===== src/rtl/sys1_load_pkg.sv =====
// rtl/sys1_load_pkg.sv - shared types and constants for the System 1 ROM loader
package sys1_load_pkg;

  typedef enum logic [1:0] {
    ST_HALT = 2'd0,
    ST_LOAD = 2'd1,
    ST_HOLD = 2'd2,
    ST_RUN  = 2'd3
  } load_state_e;

  localparam logic [7:0] ROM_INDEX_DEF = 8'd0;
  localparam logic [7:0] HDR_INDEX_DEF = 8'd1;
  localparam logic [7:0] DSW_INDEX_DEF = 8'd254;

  // SYSMODE header bit positions
  localparam int unsigned SYSMODE_SYS2_BIT = 0;
  localparam int unsigned SYSMODE_VERT_BIT = 1;
  localparam int unsigned SYSMODE_H240_BIT = 2;

endpackage


===== src/rtl/sys1_reset_stretch.sv =====
// rtl/sys1_reset_stretch.sv - loadable down-counter timing the core reset hold
module sys1_reset_stretch #(
  parameter int unsigned HOLD_CYCLES = 256
) (
  input  logic clk,
  input  logic rst,
  input  logic load,
  output logic busy,
  output logic expire
);

  localparam logic [15:0] RELOAD = 16'(HOLD_CYCLES - 1);

  logic [15:0] cnt_q, cnt_d;
  logic        busy_q, busy_d;

  always_comb begin
    cnt_d  = cnt_q;
    busy_d = busy_q;
    if (load) begin
      cnt_d  = RELOAD;
      busy_d = 1'b1;
    end else if (busy_q) begin
      if (cnt_q == 16'd0) busy_d = 1'b0;
      else                cnt_d  = cnt_q - 16'd1;
    end
  end

  always_ff @(posedge clk or posedge rst) begin
    if (rst) begin
      cnt_q  <= 16'd0;
      busy_q <= 1'b0;
    end else begin
      cnt_q  <= cnt_d;
      busy_q <= busy_d;
    end
  end

  // expire marks the final counted cycle so the owner leaves HOLD on time
  assign busy   = busy_q;
  assign expire = busy_q && (cnt_q == 16'd0);

endmodule


===== src/rtl/sys1_rom_loader.sv =====
// rtl/sys1_rom_loader.sv - ioctl download sequencer and core reset owner for System 1
module sys1_rom_loader
  import sys1_load_pkg::*;
#(
  parameter logic [24:0] ROM_BYTES   = 25'h20000,
  parameter int unsigned HOLD_CYCLES = 256,
  parameter logic [7:0]  ROM_INDEX   = ROM_INDEX_DEF,
  parameter logic [7:0]  HDR_INDEX   = HDR_INDEX_DEF,
  parameter logic [7:0]  DSW_INDEX   = DSW_INDEX_DEF
) (
  input  logic        clk_sys,
  input  logic        reset,
  input  logic        user_rst,
  input  logic        ioctl_download,
  input  logic        ioctl_wr,
  input  logic [7:0]  ioctl_index,
  input  logic [24:0] ioctl_addr,
  input  logic [7:0]  ioctl_dout,
  output logic        rom_we,
  output logic [24:0] rom_ad,
  output logic [7:0]  rom_dt,
  output logic [7:0]  sysmode,
  output logic [63:0] dsw,
  output logic        core_reset,
  output logic        load_done,
  output logic        load_err,
  output logic [24:0] byte_count
);

  load_state_e state_q, state_d;
  logic        dl_prev_q, active_q, active_d;
  logic [7:0]  idx_q, idx_d;
  logic        rom_we_q, rom_we_d;
  logic [24:0] rom_ad_q, rom_ad_d, byte_count_q, byte_count_d;
  logic [7:0]  rom_dt_q, rom_dt_d, sysmode_q, sysmode_d;
  logic [63:0] dsw_q, dsw_d;
  logic        core_reset_q, core_reset_d;
  logic        load_done_q, load_done_d, load_err_q, load_err_d;
  logic        dl_rise, dl_fall, rom_wr, stretch_load, stretch_busy, stretch_expire;

  sys1_reset_stretch #(.HOLD_CYCLES(HOLD_CYCLES)) u_stretch (
    .clk    (clk_sys),
    .rst    (reset),
    .load   (stretch_load),
    .busy   (stretch_busy),
    .expire (stretch_expire)
  );

  always_comb begin
    dl_rise      = ioctl_download && !dl_prev_q;
    dl_fall      = !ioctl_download && dl_prev_q;
    rom_wr       = (state_q == ST_LOAD) && ioctl_wr;
    state_d      = state_q;
    active_d     = active_q;
    idx_d        = idx_q;
    rom_we_d     = 1'b0;
    rom_ad_d     = rom_ad_q;
    rom_dt_d     = rom_dt_q;
    sysmode_d    = sysmode_q;
    dsw_d        = dsw_q;
    load_done_d  = load_done_q;
    load_err_d   = load_err_q;
    byte_count_d = byte_count_q;
    stretch_load = 1'b0;

    // The index is captured once per download; later changes are ignored
    if (dl_rise) begin
      active_d = 1'b1;
      idx_d    = ioctl_index;
    end else if (dl_fall) begin
      active_d = 1'b0;
    end

    if (active_q && ioctl_wr) begin
      if (idx_q == HDR_INDEX && ioctl_addr == 25'd0) sysmode_d = ioctl_dout;
      if (idx_q == DSW_INDEX && ioctl_addr[24:3] == 22'd0)
        dsw_d[{ioctl_addr[2:0], 3'b000} +: 8] = ioctl_dout;
    end

    if (rom_wr && ioctl_addr < ROM_BYTES) begin
      rom_we_d = 1'b1;
      rom_ad_d = ioctl_addr;
      rom_dt_d = ioctl_dout;
      if (byte_count_q != '1) byte_count_d = byte_count_q + 25'd1;
    end else if (rom_wr) begin
      load_err_d = 1'b1;
    end

    case (state_q)
      ST_LOAD: if (dl_fall) begin
        state_d      = ST_HOLD;
        stretch_load = 1'b1;
        if (byte_count_d != ROM_BYTES) load_err_d = 1'b1;
      end
      ST_HOLD: if (user_rst) begin
        stretch_load = 1'b1;
      end else if (stretch_expire || !stretch_busy) begin
        if (load_err_q) begin
          state_d = ST_HALT;
        end else begin
          state_d     = ST_RUN;
          load_done_d = 1'b1;
        end
      end
      ST_RUN: if (user_rst) begin
        state_d      = ST_HOLD;
        stretch_load = 1'b1;
      end
      default: ;
    endcase

    if (dl_rise && ioctl_index == ROM_INDEX) begin
      state_d      = ST_LOAD;
      byte_count_d = 25'd0;
      load_err_d   = 1'b0;
      load_done_d  = 1'b0;
    end

    core_reset_d = (state_d != ST_RUN);
  end

  // dl_prev resets high so a download still active across reset is not seen as a rise
  always_ff @(posedge clk_sys or posedge reset) begin
    if (reset) begin
      state_q      <= ST_HALT;
      dl_prev_q    <= 1'b1;
      active_q     <= 1'b0;
      idx_q        <= 8'd0;
      rom_we_q     <= 1'b0;
      rom_ad_q     <= 25'd0;
      rom_dt_q     <= 8'd0;
      sysmode_q    <= 8'h00;
      dsw_q        <= '1;
      core_reset_q <= 1'b1;
      load_done_q  <= 1'b0;
      load_err_q   <= 1'b0;
      byte_count_q <= 25'd0;
    end else begin
      state_q      <= state_d;
      dl_prev_q    <= ioctl_download;
      active_q     <= active_d;
      idx_q        <= idx_d;
      rom_we_q     <= rom_we_d;
      rom_ad_q     <= rom_ad_d;
      rom_dt_q     <= rom_dt_d;
      sysmode_q    <= sysmode_d;
      dsw_q        <= dsw_d;
      core_reset_q <= core_reset_d;
      load_done_q  <= load_done_d;
      load_err_q   <= load_err_d;
      byte_count_q <= byte_count_d;
    end
  end

  assign rom_we     = rom_we_q;
  assign rom_ad     = rom_ad_q;
  assign rom_dt     = rom_dt_q;
  assign sysmode    = sysmode_q;
  assign dsw        = dsw_q;
  assign core_reset = core_reset_q;
  assign load_done  = load_done_q;
  assign load_err   = load_err_q;
  assign byte_count = byte_count_q;

endmodule


===== config.mk =====
export PLATFORM = sky130hd
export DESIGN_NAME = sys1_rom_loader
export DESIGN_NICKNAME = d
export VERILOG_FILES = /design/src/rtl/sys1_load_pkg.sv /design/src/rtl/sys1_reset_stretch.sv /design/src/rtl/sys1_rom_loader.sv
export SDC_FILE = /design/constraint.sdc
export NUM_CORES = 1
export LEC_CHECK = 0
export BUFFER_PORTS_ARGS = -buffer_cell sky130_fd_sc_hd__buf_2
export CAP_MARGIN = 30
export CORE_MARGIN = 1
export CORE_UTILIZATION = 54
export CTS_BUF_LIST = sky130_fd_sc_hd__clkbuf_4 sky130_fd_sc_hd__clkbuf_8 sky130_fd_sc_hd__clkbuf_16
export DETAILED_ROUTE_END_ITERATION = 16
export PLACE_DENSITY = 0.8
export SLEW_MARGIN = 20
export SYNTH_ARGS = -nofsm -noshare
export SYNTH_HDL_FRONTEND = slang
export SYNTH_SLANG_ARGS = --single-unit

===== constraint.sdc =====
create_clock -name clk_sys -period 7.1 [get_ports clk_sys]
set_clock_uncertainty 0.1 [all_clocks]
set_input_delay 1.775 -clock clk_sys [delete_from_list [all_inputs] [get_ports clk_sys]]
set_output_delay 1.775 -clock clk_sys [all_outputs]
set_load 0.02 [all_outputs]

# Word-level counts from Yosys, hierarchy flattened
# Cells that the tools add are included.
# Widths: inputs -> output; s select.
[word_totals]
register_bits = 163
output_inout_bits = 134
romBits = 0
memories = 0
latchBits = 0
ramBits = 0
[op_classes]
bitwise_logic = 0
magnitude_cmp = 1
n_shift = 2
muxes = 34
n_div = 0
add_sub_neg = 3
n_eq_ne = 11
multipliers = 0
reduce_logical = 26
[op_table]
columns = ["cell", "n"]
rows = [
  ["$mux 25", 3],
  ["$bwmux 64", 1],
  ["$shift 8x8->64 const A", 1],
  ["$shiftx 8x8->64", 1],
  ["$mux 16", 3],
  ["$add 25x1->25 const B", 1],
  ["$logic_not 25->1", 1],
  ["$lt 25x18->1 const B", 1],
  ["$ne 25x18->1 const B", 1],
  ["$ne 25x25->1 const B", 1],
  ["$logic_not 22->1", 1],
  ["$mux 1", 19],
  ["$logic_not 16->1", 1],
  ["$sub 16x1->16 const B", 1],
  ["$mux 2", 6],
  ["$logic_and 1x1->1", 9],
  ["$eq 8x1->1 const B", 1],
  ["$eq 8x8->1 const B", 1],
  ["$logic_not 8->1", 1],
  ["$neg 6->8", 1],
  ["$reduce_bool 2->1", 4],
  ["$pmux 2 s3", 1],
  ["$reduce_and 2->1", 3],
  ["$eq 2x2->1 const B", 2],
  ["other kinds (8)", 12],
]

# Logic depth before layout (Yosys ltp)
[logic_depth]
word_depth = 9
mapped_depth = 11

# Hierarchy
# From an unflattened synthesis, not the netlist that was laid out.
[unflattened]
hier_cells = 662
area_unflattened_um2 = 7701.1
[by_module_without_submodules]
columns = ["module", "cells_per_inst", "instances", "seq_area_each_um2", "area_per_inst_um2"]
rows = [
  ["sys1_rom_loader", 562, 1, 3736.1, 6751.5],
  ["sys1_reset_stretch", 100, 1, 425.4, 949.7],
]

# Worst setup path before layout
# Ideal clock, no wire load.
[synth_path]
kind = "input to register"
start = "input port ioctl_addr[0]"
end = "register dsw_q[56], in the netlist dsw[56]"
required_time_ps = 6918
cell_stages = 8
t_arrival_ps = 3954
setup_slack_ps = 2964
path_cell_list = "clkbuf_1 inv_1 ha_1 ha_1 clkbuf_1 or3_1 nor3_4 mux2_2"
[synth_between]
elab_chain_cells = 3
word_cells_on_any_way = 4
cone_classes = "1 x add/sub; 2 x shift; 1 x mux"
[synth_rtl]
columns = ["item", "line_no", "text"]
rows = [
  ["from (decl)", "sys1_rom_loader.sv:17", "input logic [24:0] ioctl_addr,"],
  ["$neg 6->8 (*)", "sys1_rom_loader.sv:77", "dsw_d[{ioctl_addr[2:0], 3'b000} +: 8] = ioctl_dout;"],
  ["$shiftx 8x8->64 or $shift 8x8->64 (tied branches)", "sys1_rom_loader.sv:77", ""],
  ["$bwmux 64 (*)", "sys1_rom_loader.sv:77", ""],
  ["to (signal assigned)", "sys1_rom_loader.sv:147", "dsw_q <= dsw_d;"],
  ["to (decl)", "sys1_rom_loader.sv:36", "logic [63:0] dsw_q, dsw_d;"],
]
# Every way passes the cells marked *; elsewhere a longest branch is shown, timed or not.
# A chain may end at the register's enable or synchronous reset.

# Final worst setup path
[layout_path]
start = "input port ioctl_wr"
end = "register load_err_q, in the netlist load_err"
[layout_between]
elab_chain_cells = 8
word_cells_on_any_way = 10
cone_classes = "1 x eq/ne; 7 x mux; 2 x reduce/logical"
[layout_rtl]
columns = ["item", "line_no", "text"]
rows = [
  ["from (decl)", "sys1_rom_loader.sv:15", "input logic ioctl_wr,"],
  ["$logic_and 1x1->1 (*)", "sys1_rom_loader.sv:52", "rom_wr = (state_q == ST_LOAD) && ioctl_wr;"],
  ["$logic_and 1x1->1", "sys1_rom_loader.sv:80", "if (rom_wr && ioctl_addr < ROM_BYTES) begin"],
  ["$mux 25", "sys1_rom_loader.sv:80", ""],
  ["$ne 25x18->1", "sys1_rom_loader.sv:93", "if (byte_count_d != ROM_BYTES) load_err_d = 1'b1;"],
  ["$mux 1", "sys1_rom_loader.sv:93", ""],
  ["$mux 1", "sys1_rom_loader.sv:90", "ST_LOAD: if (dl_fall) begin"],
  ["$mux 1 (*)", "sys1_rom_loader.sv:89", "case (state_q)"],
  ["$mux 1 (*)", "sys1_rom_loader.sv:112", "if (dl_rise && ioctl_index == ROM_INDEX) begin"],
  ["via load_err_d", "sys1_rom_loader.sv:38", "logic load_done_q, load_done_d, load_err_q, load_err_d;"],
  ["to (signal assigned)", "sys1_rom_loader.sv:150", "load_err_q <= load_err_d;"],
  ["to (decl)", "sys1_rom_loader.sv:38", ""],
]
# The timed path passes the listed nets; every way through them passes the cells marked *.

==> impl_metrics.ini <==
[status]
status = finished clean

[power]
fin_total_pwr_mw = 2.09
p_leak_nw = 4.58
cellPowerDensity_nw_per_um2 = 228
max-vdd-ir-drop_mv = 0.141

[clock_network]
post_cts_resized = 0
cts_buffer_depth = 2
cts-root-buf = clkbuf_16
cts.sinks = 163
htreeDepth = 4
clk_pin_slew_worst_paths_ps = 60
post_cts_buffers = 0
cts_inserted_buffers = 17
cts_hold_buf = 0
cts_tree = yes
clock_latency_ps = 420

[finish]
diodes = 0
fill_cells = 1004
area_growth_pct = 22.2
fin_cells = 1029
drive_gt1_share_pct = 43.1
seqCellArea_um2 = 4160
multiInputGateArea_um2 = 3160
finalNetCount = 893

[die]
io_pins = 180
start_util_pct = 56.0
die_area_um2 = 14300
rows = 42
core_area_um2 = 13300
die_w_um = 120
die_height_um = 120

[global_routing]
grt-ovfl-total = 0
grt_pass1_wl_um = 29500
antenna_found_initial = 0
grt_pass1_vias = 5804
grt_max_degree = 93
track_usage_pct = 26.7

[timing]
final.setup.tns_ps = 0
rsz0062_at_grt = no
hold_ws_ps = 373
slew_violations = 0
timing.fmax_mhz = 230
min_period_over_period_pct = 61.2
worst_pin_slew_ps = 859
hold_viol = 0
period_minus_slack_ps = 4340
setup_violations = 0
timing.slew.headroom_pct = 42.7

[route]
ant_nets = 0
drt_wl_total_um = 18100
post_drt_wl_per_cell_um = 17.6
first_pass_iters = 5
vias = 5740
drt-initial-drc-count = 368
via_per_inst = 5.58
route.detailed.drc = 0

[worst_setup_path]
cp.depth = 10
cp_top_family = simple AND/OR/NAND/NOR gates
crit_chain = buf_2 > and3b_1 > nand3_2 > buf_4 > clkinv_1 > nor3_1 > o21ai_0 > nor4b_1 > and4_1 > a31oi_1
startpoint = ioctl_wr
reg2reg_from = state_q[1]
path_max_fanout = 44
r2r_end = load_err
crit_slowest_cell = clkinv_1
path_buf_inv = 3
rr_worst_depth = 9
critPathRequiredTime_ps = 7290
rrSetupSlack_ps = 3740
end_kind = flop
cp_data_arrival_time_ps = 4540
cpPeakStageDelay_ps = 710
startpoint_type = primary input
worstSetupPathType = primary input to flop

[yosys]
netlist_area_um2 = 7470
synth_edf_count = 0
yosysWarnings = 0
ys_seq_elements = 163
synth_fp_nets = 717
ys_types = 56
postSynthAreaPerCell_um2 = 11.3
synth_flop_cell = dfrtp_1
ys_seq_area_share_pct = 55.7
syn_inst = 664
async_flop_share_pct = 100

[flow_run]
cap_violations = 0

[min_path]
worst_hold_path_type = flop to flop
min_to = rom_dt[6]
whs_path_depth = 2
hp-start = rom_dt[6]

[placed_design]
dp_cells = 995
place.detailed.hpwl_um = 12700
gp_congestion = 0.905
port_buffers = 179
[registers in the layout, summed over array words and instances, names as in the netlist, 2 cells and up]
register,count
rom_ad,25
dsw,64
u_stretch.cnt_q,16
rom_dt,8
idx_q,8
byte_count,25
sysmode,8
state_q,2
[synthesized netlist by cell type, types with 3 or more instances]
cell        n  area (µm²)
nand2_1   102         383
dfrtp_1    97        2430
mux2_2     70         788
dfstp_2    66        1730
nor2_1     50         188
clkbuf_1   26        97.6
xnor2_1    24         210
and2_1     19         119
xor2_1     17         149
nor3_1     15        75.1
nand3_1    14        70.1
nand4_1    14        87.6
inv_1      13        48.8
a21oi_1    12        60.1
mux2_1     11         124
nor2b_1    10        62.6
o21ai_0     9        45.0
nor4_1      8        50.1
and3_1      7        43.8
ha_1        7        87.6
a211oi_1    6        45.0
nor4b_1     6        52.6
a31oi_1     5        31.3
and4_1      5        43.8
mux2i_1     5        50.1
nand2b_1    5        31.3
or3_1       4        25.0
nand4b_1    3        26.3
[worst min-delay path, delay by kind of cell, from the launching register on]
| family | cells | cell delay, ps |
|---|---|---|
| flip-flops | 1 | 340 |
| AND/OR/NAND/NOR | 2 | 110 |
[logic make-up (layout without fill, tap and decap cells)]
| kind of cell | Yosys count | in the layout | share of synthesized area, % |
|---|---|---|---|
| adders and majority gates | 7 | 7 | 1.17 |
| xor gates and xnor gates | 41 | 41 | 4.80 |
| DFF | 163 | 163 | 55.7 |
| buffers and inverters | 42 | 231 | 2.13 |
| and+or+nand+nor | 279 | 279 | 19.1 |
| AOI/OAI and AO/OA | 46 | 46 | 4.22 |
| muxes | 86 | 86 | 12.9 |
[layout make-up]
cell class,count,area share [%]
clock buffers,27,6.14
repair buffers,185,10.2
well taps,176,2.41
flip-flops and latches,163,45.6
inverters,14,0.630
multi-input cells,459,34.6
clock inverters,5,0.370
[layer usage]
metal | GRT usage [%] | up-vias | share of wire, %
met5 | 0 | - | 0
met4 | 10.0 | 0 | 2.0
li1 | - | 2637 | -
met3 | 7.65 | 36 | 6.8
met1 | 32.9 | 2877 | 41
met2 | 44.4 | 190 | 50
[cells in the final DEF (no fill, tap or decap), types with 3 or more instances in the layout]
cell type / Yosys / final
a211oi_1: 6 / 6
a21oi_1: 12 / 12
a31oi_1: 5 / 5
and2_1: 19 / 19
and3_1: 7 / 7
and4_1: 5 / 5
buf_2: 1 / 180
buf_4: 0 / 3
clkbuf_16: 0 / 19
clkbuf_4: 0 / 5
clkbuf_8: 0 / 4
dfrtp_1: 97 / 97
dfstp_2: 66 / 66
ha_1: 7 / 7
inv_1: 13 / 12
inv_4: 0 / 4
mux2_1: 11 / 11
mux2_2: 70 / 70
mux2i_1: 5 / 5
nand2_1: 102 / 102
nand2b_1: 5 / 5
nand3_1: 14 / 13
nand4_1: 14 / 14
nand4b_1: 3 / 3
nor2_1: 50 / 50
nor2b_1: 10 / 10
nor3_1: 15 / 15
nor4_1: 8 / 8
nor4b_1: 6 / 5
o21ai_0: 9 / 9
or3_1: 4 / 4
xnor2_1: 24 / 24
xor2_1: 17 / 17
[report_power, final]
part           internal, mW  leakage, nW  switching, mW
registers             0.969         1.98         0.0400
logic                0.0706         2.30         0.0983
clock network         0.544        0.304          0.364
total                  1.58         4.58          0.502
[metrics by stage]
stage,setup WS (ps),instance area [µm²],utilization (%)
4_1_cts,2780,9120,68.3
2_1_floorplan,929,7470,-
5_1_grt,2510,9130,68.4
3_3_place_gp,2490,8520,63.8
6_report,2760,9130,68.4
3_5_place_dp,2400,8530,63.9
[worst max-delay path by stage]
stage                     endpoint  slack [ps]
after floorplan           active_q         930
after global placement    load_err        2490
after detailed placement  load_err        2400
after CTS                 load_err        2780
after global routing      load_err        2510
final                     load_err        2760
(Power assumes the default switching activity.)
